[config.mk]
export PLATFORM = sky130hd
export DESIGN_NAME = tdiv_result_buffer
export DESIGN_NICKNAME = d
export VERILOG_FILES = /design/src/rtl/tdiv_result_buffer_pkg.sv /design/src/rtl/tdiv_result_buffer_sync_fifo_fwft.sv /design/src/rtl/tdiv_result_buffer.sv
export SDC_FILE = /design/constraint.sdc
export NUM_CORES = 1
export LEC_CHECK = 0
export ABC_AREA = 1
export BUFFER_PORTS_ARGS = -buffer_cell sky130_fd_sc_hd__buf_2
export CORE_AREA = 10 10 119 175
export DETAILED_ROUTE_END_ITERATION = 8
export DIE_AREA = 0 0 129 185
export PLACE_DENSITY = 0.9
export SETUP_SLACK_MARGIN = 0.2
export SYNTH_ARGS = -nofsm -noshare
export SYNTH_HDL_FRONTEND = slang
export SYNTH_HIERARCHICAL = 1
export SYNTH_SLANG_ARGS = --single-unit
[constraint.sdc]
create_clock -name aclk -period 2.9 [get_ports aclk]
set_input_delay 0 -clock aclk [delete_from_list [all_inputs] [get_ports aclk]]
set_output_delay 0 -clock aclk [all_outputs]
set_load 0.05 [all_outputs]
[src/rtl/tdiv_result_buffer_pkg.sv]
// rtl/tdiv_result_buffer_pkg.sv - shared flag indices and word-width helpers for tdiv and its result buffer
package tdiv_result_buffer_pkg;

  localparam int FLAG_ZERO = 0;
  localparam int FLAG_INF  = 1;
  localparam int FLAG_NAN  = 2;
  localparam int FLAG_W    = 3;

  // Sign + exponent + fraction; the divider sizes its quotient with the same function.
  function automatic int word_width(input int exp_w, input int fra_w);
    return exp_w + fra_w + 1;
  endfunction

  function automatic logic [15:0] sat_inc(input logic [15:0] cnt);
    return (cnt == 16'hFFFF) ? cnt : cnt + 16'd1;
  endfunction

endpackage

[src/rtl/tdiv_result_buffer_sync_fifo_fwft.sv]
// rtl/tdiv_result_buffer_sync_fifo_fwft.sv - first-word fall-through FIFO with occupancy count
module sync_fifo_fwft #(
  parameter int W     = 19,
  parameter int DEPTH = 8
) (
  input  logic                     aclk,
  input  logic                     aresetn,
  input  logic                     wr_valid,
  input  logic [W-1:0]             wr_data,
  output logic                     wr_accept,
  output logic                     rd_valid,
  input  logic                     rd_ready,
  output logic [W-1:0]             rd_data,
  output logic [$clog2(DEPTH):0]   fill
);

  localparam int AW = $clog2(DEPTH);
  localparam logic [AW:0] FULL_CNT = (AW+1)'(DEPTH);

  logic [W-1:0]  mem [DEPTH];
  logic [AW-1:0] wr_ptr;
  logic [AW-1:0] rd_ptr;
  logic          full;
  logic          empty;
  logic          rd_fire;

  assign full      = (fill == FULL_CNT);
  assign empty     = (fill == '0);
  assign rd_valid  = !empty;
  assign rd_fire   = rd_valid && rd_ready;
  // A full FIFO still takes a word when the head leaves in the same cycle.
  assign wr_accept = wr_valid && (!full || rd_fire);
  assign rd_data   = mem[rd_ptr];

  always_ff @(posedge aclk) begin
    if (wr_accept) mem[wr_ptr] <= wr_data;
  end

  always_ff @(posedge aclk or posedge aresetn) begin
    if (aresetn) begin
      wr_ptr <= '0;
      rd_ptr <= '0;
      fill   <= '0;
    end else begin
      if (wr_accept) wr_ptr <= wr_ptr + AW'(1);
      if (rd_fire)   rd_ptr <= rd_ptr + AW'(1);
      if (wr_accept && !rd_fire)      fill <= fill + (AW+1)'(1);
      else if (rd_fire && !wr_accept) fill <= fill - (AW+1)'(1);
    end
  end

endmodule

[src/rtl/tdiv_result_buffer.sv]
// rtl/tdiv_result_buffer.sv - elastic AXI-Stream output stage for tdiv with issue credits and flag statistics
module tdiv_result_buffer
  import tdiv_result_buffer_pkg::*;
#(
  parameter int EXP   = 5,
  parameter int FRA   = 10,
  parameter int DEPTH = 8
) (
  input  logic                              aclk,
  input  logic                              aresetn,
  input  logic                              s_issue,
  output logic                              s_credit_ok,
  input  logic [word_width(EXP, FRA)-1:0]   s_axis_tdata,
  input  logic [2:0]                        s_axis_tflag,
  input  logic                              s_axis_tvalid,
  output logic [word_width(EXP, FRA)-1:0]   m_axis_tdata,
  output logic [2:0]                        m_axis_tuser,
  output logic                              m_axis_tvalid,
  input  logic                              m_axis_tready,
  output logic [$clog2(DEPTH):0]            fill,
  output logic                              overflow,
  output logic                              issue_err,
  input  logic                              clr_stats,
  output logic [15:0]                       cnt_zero,
  output logic [15:0]                       cnt_inf,
  output logic [15:0]                       cnt_nan
);

  localparam int W  = word_width(EXP, FRA);
  localparam int AW = $clog2(DEPTH);
  localparam logic [AW:0] CRED_MAX = (AW+1)'(DEPTH);

  logic             pop;
  logic             push_ok;
  logic [W+2:0]     rd_word;
  logic [AW:0]      credits;

  sync_fifo_fwft #(.W(W + FLAG_W), .DEPTH(DEPTH)) u_fifo (
    .aclk      (aclk),
    .aresetn   (aresetn),
    .wr_valid  (s_axis_tvalid),
    .wr_data   ({s_axis_tflag, s_axis_tdata}),
    .wr_accept (push_ok),
    .rd_valid  (m_axis_tvalid),
    .rd_ready  (m_axis_tready),
    .rd_data   (rd_word),
    .fill      (fill)
  );

  assign m_axis_tdata = rd_word[W-1:0];
  assign m_axis_tuser = rd_word[W+2:W];
  assign pop          = m_axis_tvalid && m_axis_tready;
  assign s_credit_ok  = (credits != '0);

  // Credits track DEPTH minus (in flight + stored); an issue with no credit is an upstream bug.
  always_ff @(posedge aclk or posedge aresetn) begin
    if (aresetn) begin
      credits <= CRED_MAX;
    end else if (s_issue && !pop) begin
      if (credits != '0) credits <= credits - (AW+1)'(1);
    end else if (pop && !s_issue) begin
      if (credits != CRED_MAX) credits <= credits + (AW+1)'(1);
    end else if (s_issue && pop && credits == '0) begin
      credits <= (AW+1)'(1);
    end
  end

  always_ff @(posedge aclk or posedge aresetn) begin
    if (aresetn) begin
      overflow  <= 1'b0;
      issue_err <= 1'b0;
      cnt_zero  <= '0;
      cnt_inf   <= '0;
      cnt_nan   <= '0;
    end else if (clr_stats) begin
      overflow  <= 1'b0;
      issue_err <= 1'b0;
      cnt_zero  <= '0;
      cnt_inf   <= '0;
      cnt_nan   <= '0;
    end else begin
      if (s_axis_tvalid && !push_ok) overflow <= 1'b1;
      if (s_issue && credits == '0)  issue_err <= 1'b1;
      if (push_ok) begin
        if (s_axis_tflag[FLAG_ZERO]) cnt_zero <= sat_inc(cnt_zero);
        if (s_axis_tflag[FLAG_INF])  cnt_inf  <= sat_inc(cnt_inf);
        if (s_axis_tflag[FLAG_NAN])  cnt_nan  <= sat_inc(cnt_nan);
      end
    end
  end

endmodule

==> flow_metrics.tcl, run 1 <==
set metrics [dict create \
    yosys_warnings 6 \
    cpMostUsedCell "nand2_1" \
    grt_pass1_vias 8255 \
    dp_cells 1387 \
    worst_pin_slew_ns 0.762 \
    area_growth_syn_to_layout_pct 15.6 \
    drv_slew 0 \
    yosysSeqAreaShare_pct 60.2 \
    clkLatencyLatePin_ns 0.49 \
    powerDensity_nw_per_um2 895 \
    ys_ff_latch 216 \
    status "complete, no violations" \
    crit_chain "inv_2 > buf_4 > nand2_1 > nand2_1 > nand2_1 > o21ai_1 > nand2_1 > nand2_1 > buf_2" \
    synth_common_cells "nand2_1 (433), edfxtp_1 (152), nor2_1 (99)" \
    maxSlewHeadroom_pct 48.9 \
    cp_max_fo 22 \
    remaining_drc_errors 0 \
    nFillCells 1339 \
    pin_count 100 \
    seqCellArea_um2 6170 \
    yosysMostFrequentCell "nand2_1" \
    gp_congestion 0.876 \
    placed_area_um2 10900 \
    core_area_um2 17700 \
    fin_crit_ns 2.50 \
    max_freq_mhz 401 \
    clock_skew_ns 0.0104 \
    final_cells 1447 \
    worst-setup-path-type "flip-flop to output pin" \
    drt_iter0_markers 627 \
    routed_wl_mm 25.5 \
    end_kind "output pin" \
    period_share_pct 86.1 \
    synth_cells 1090 \
    peakVddDrop_uv 475 \
    postRouteAntennaNets 0 \
    synth_area_um2 10200 \
    synthTopCellsByArea "edfxtp_1 (45%), nand2_1 (16%), dfrtp_1 (15%)" \
    syn_nets 1131 \
    cts_sinks 216 \
    r2r-end "u_fifo/fill[3]$_DFFE_PP0P_" \
    finalSetupViolations 0 \
    initial_core_util_pct 57.8 \
    async_flop_share_pct 29.6 \
    die_h_um 185 \
    via_per_inst 5.71 \
    grt_pass1_wl_mm 40.9 \
    hold_ws_ns 0.0645 \
    leakagePower_nw 5.16 \
    grt_max_degree 42 \
    numPortBuffers 99 \
    netlist-cell-type-count 32 \
    total_power_mw 10.6 \
    overflow 0 \
    cts_buffers 21 \
    min_path_type "input port to async pin" \
    post-route-cell-area_um2 11800 \
    dieArea_um2 23900 \
    required_ns 2.90 \
    cts_tree "built" \
    dp.final_hpwl_mm 16.3 \
    cts_buffer_depth 3 \
    hold_viol 0 \
    cap_violations 0 \
    critPathMaxStageDelay_ns 0.52 \
    die_x_um 129 \
    rsz0062_at_grt "no" \
    grtUsageTotal_pct 21.2 \
    synth_area_per_cell_um2 9.40 \
    dr.pass1.iters 5 \
    clk_pin_slew_ns 0.06 \
    synth_top_area_share_pct 44.5 \
    r2r_start "u_fifo/fill[0]$_DFFE_PP0P_" \
    core.rowCount 60 \
    antenna_found_initial 0 \
    slowest_stage "dfrtp_2" \
    yosys.area.top_type "edfxtp_1" \
    setup_tns_ns 0 \
    reg2regPathDepth 12 \
    postCtsSetupBuffers 0 \
    synth-edff-count 152 \
    cp.arrival_ns 2.50 \
    synthFlopType "edfxtp_1" \
    h-tree-depth 1 \
    wl_per_cell_um 17.6 \
    fin_nets 1259 \
    worst_setup_path_start_kind "flip-flop" \
    diodes 0 \
    root_buffer "clkbuf_16" \
    worst-r2r-setup-slack_ns 0.49 \
    drive_gt1_share_pct 15.0 \
    multi_input_area_um2 3660 \
    vias 8269 \
]
[per-stage QoR]
stage / util (%) / setup WS [ns]
after CTS: 66.8 / 0.420
final: 66.8 / 0.403
after detailed placement: 61.8 / 0.511
after floorplan: - / 0.0852
after global placement: 61.8 / 0.588
after global routing: 66.8 / 0.220
[sequential cells by signal, indices dropped and copies added, names as in the netlist]
register,flops
credits,4
cnt_zero,16
cnt_inf,16
u_fifo/rd_ptr,3
u_fifo/fill,4
u_fifo/wr_ptr,3
issue_err,1
cnt_nan,16
overflow,1
u_fifo/mem,152
[report_power, final]
group          switching, mW  total, mW  internal (mW)
clock                   1.10       2.60           1.50
sequential             0.196       3.90           3.70
combinational           3.07       4.10           1.03
[worst max-delay path by stage]
stage / from / to / slack, ns
floorplan: u_fifo/fill[0]$_DFFE_PP0P_ / u_fifo/mem[5][0]$_DFFE_PP_ / 0.09
global placement: u_fifo/fill[0]$_DFFE_PP0P_ / u_fifo/fill[3]$_DFFE_PP0P_ / 0.59
detailed placement: u_fifo/fill[0]$_DFFE_PP0P_ / u_fifo/fill[3]$_DFFE_PP0P_ / 0.51
CTS: u_fifo/rd_ptr[0]$_DFFE_PP0P_ / m_axis_tuser[0] / 0.42
global route: u_fifo/rd_ptr[0]$_DFFE_PP0P_ / m_axis_tdata[9] / 0.22
finish: u_fifo/rd_ptr[0]$_DFFE_PP0P_ / m_axis_tuser[0] / 0.40
[cells in the final DEF (no fill, tap or decap), types with 2 or more instances in the layout]
master / instances
nand4_1: 39
dlygate4sd3_1: 25
clkinvlp_4: 2
edfxtp_1: 152
buf_2: 99
buf_4: 18
nand3b_1: 2
inv_2: 5
ha_1: 15
or2_2: 6
o211ai_1: 2
nor2_4: 5
bufinv_16: 2
inv_1: 46
o21ai_0: 56
clkinv_2: 2
nand3_2: 3
nor3_2: 4
nor2_1: 95
nand3_1: 36
xnor2_1: 5
xor2_1: 13
clkbuf_16: 21
clkinv_1: 5
nand2_1: 433
clkbuf_1: 4
o21ai_1: 38
nand2_2: 4
a21oi_1: 5
dfrtp_1: 62
nor2_8: 2
o21bai_1: 9
nor2_2: 9
[critical path: cells and delay by family (launching register included)]
| family | cells | cell delay, ns |
|---|---|---|
| flip-flops | 1 | 0.52 |
| buffers and inverters | 3 | 0.96 |
| AND/OR/NAND/NOR | 5 | 0.40 |
| AO/OA/AOI/OAI | 1 | 0.12 |
[layout make-up]
type                            count  area share (%)
Clock buffer                       25            4.57
Multi-Input combinational cell    784            30.9
Sequential cell                   216            52.1
Inverter                           52            1.65
Clock inverter                     10           0.845
Timing Repair Buffer              143            7.61
Tap cell                          217            2.29
[metal layers]
layer  track usage (%)  up-vias  share of wire [%]
li1                  -     3874                  -
met1              23.4     3963                 37
met2              38.8      357                 53
met5                 0        -                  0
met3              4.06       75                7.2
met4              8.72        0                3.3
[cells by family after synthesis]
kind of cell / Yosys count / share of synthesized area, %
compound gates: 112 / 5.78
xor+xnor: 18 / 1.54
fa+ha+maj: 16 / 2.03
buf+inv: 90 / 4.35
flops: 216 / 60.2
simple gates: 638 / 26.1
[what timing repair did]
action,CTS,global route
hold endpoints to repair,201,0
hold buffers,25,0
resized for setup,0,0
(Power assumes the default switching activity.)
==> run 2, diff against run 1 <==
CORE_AREA = 10 10 135 198   (was 10 10 119 175)
DIE_AREA = 0 0 145 208   (was 0 0 129 185)
PLACE_DENSITY = 0.75   (was 0.9)
==> run 2 against run 1 <==
Net effect:
- clock skew up 0.0021 ns
- non-clock buffer count shrank 3
- global-route usage decreased by 5.4 points
- combinational power down 2%
- cell count rose by 6.9%
- largest cell class unchanged
==> flow_metrics.tcl, run 2 (synthesized netlist as in run 1, its figures left out) <==
set metrics [dict create \
    status "complete, no violations" \
    cts_tree "built" \
    vias 7883 \
    clock_skew_ns 0.0125 \
    period_share_pct 83.9 \
    cts_buffer_depth 3 \
    clk_pin_slew_ns 0.06 \
    numPortBuffers 99 \
    diodes 0 \
    cts_hold_buf 25 \
    cap_violations 0 \
    dp.final_hpwl_mm 15.6 \
    required_ns 3.30 \
    grtUsageTotal_pct 15.8 \
    gp_congestion 0.860 \
    overflow 0 \
    via_per_inst 5.10 \
    drt_iter0_markers 558 \
    postRouteAntennaNets 0 \
    cts-resized-gates 0 \
    antenna_found_initial 0 \
    max_freq_mhz 411 \
    powerDensity_nw_per_um2 894 \
    drv_slew 0 \
    cts_sinks 216 \
    worst_pin_slew_ns 0.855 \
    pin_count 100 \
    setup_tns_ns 0 \
    final_cell_mix "nand2_1 (433), edfxtp_1 (152), buf_2 (99)" \
    leakagePower_nw 5.20 \
    root_buffer "clkbuf_16" \
    largest_register_ffs 152 \
    h-tree-depth 1 \
    peakVddDrop_uv 562 \
    drive_gt1_share_pct 15.3 \
    core.rowCount 68 \
    cp_max_fo 9 \
    grt_max_degree 78 \
    clkLatencyLatePin_ns 0.50 \
    min_path_type "input port to async pin" \
    fin_crit_ns 2.43 \
    cp.arrival_ns 2.83 \
    postCtsSetupBuffers 0 \
    maxSlewHeadroom_pct 43.0 \
    fin_nets 1257 \
    grt_pass1_vias 7972 \
    top_register "u_fifo/mem" \
    rsz0062_at_grt "no" \
    reg2regPathDepth 12 \
    cts_buffers 22 \
    remaining_drc_errors 0 \
    startpoint "u_fifo/fill[0]$_DFFE_PP0P_" \
    hold_viol 0 \
    core_area_um2 23100 \
    worst-setup-path-type "flip-flop to flip-flop" \
    die_h_um 208 \
    dr.pass1.iters 5 \
    wl_per_cell_um 15.9 \
    die_x_um 145 \
    dieArea_um2 30200 \
    r2r_start "u_fifo/fill[0]$_DFFE_PP0P_" \
    end_kind "flip-flop" \
    layout_commonest_cell "nand2_1" \
    initial_core_util_pct 44.4 \
    hold_ws_ns 0.0495 \
    worst_setup_path_start_kind "flip-flop" \
    routed_wl_mm 24.6 \
    area_growth_syn_to_layout_pct 17.5 \
    finalSetupViolations 0 \
    grt_pass1_wl_mm 40.1 \
]
==> run 2: through the flow <==
stage | worst slack, ns | total power, mW | cells | util, % | cell area [um^2]
finish | 0.467 | 10.8 | 1547 | 52.2 | 12000
global route | 0.263 | 11.4 | 1547 | 52.2 | 12000
CTS | 0.429 | 10.9 | 1547 | 52.2 | 12000
detailed placement | 0.475 | 7.92 | 1482 | 47.9 | 11000
global placement | 0.547 | 7.83 | 1482 | 47.9 | 11000
floorplan | 0.0852 | 7.00 | 1090 | - | 10200
==> run 2: worst paths after layout <==
check | to | slack [ns]
min reg2reg | issue_err$_DFFE_PP0P_ | 0.49
min in group aclk | u_fifo/mem[1][1]$_DFFE_PP_ | 0.31
min | u_fifo/fill[3]$_DFFE_PP0P_ | 0.05
max | u_fifo/fill[3]$_DFFE_PP0P_ | 0.47
max in group asynchronous | credits[3]$_DFFE_PP1P_ | 1.97
max reg2reg | u_fifo/fill[3]$_DFFE_PP0P_ | 0.47
==> run 2: final cells by class <==
type                            instances  area, um^2
Timing Repair Buffer                  140         878
Inverter                               52         195
Clock inverter                         15         160
Fill cell                            2018       11000
Clock buffer                           25         583
Sequential cell                       216        6170
Multi-Input combinational cell        784        3660
Tap cell                              315         394
==> run 2: layer usage <==
metal | track usage [%] | share of wire [%]
met5 | 0 | 0
met4 | 5.78 | 1.9
met3 | 3.15 | 5.2
met2 | 29.2 | 54
met1 | 17.4 | 39
==> run 2: power by group <==
group          switching [mW]  internal, mW
Clock                    1.18          1.72
Sequential              0.160          3.70
Combinational            3.00         0.999
==> run 2: worst max-delay path: stages, from the launching register on <==
cell     delay, ns
dfrtp_1       0.46
nor2_1        0.20
nand3_1       0.11
nand2_2       0.19
inv_1         0.16
ha_1          0.24
inv_1         0.14
ha_1          0.30
or2_2         0.31
nand2_1       0.07
nand2_1       0.05
nand3_1       0.07
nand2_1       0.05
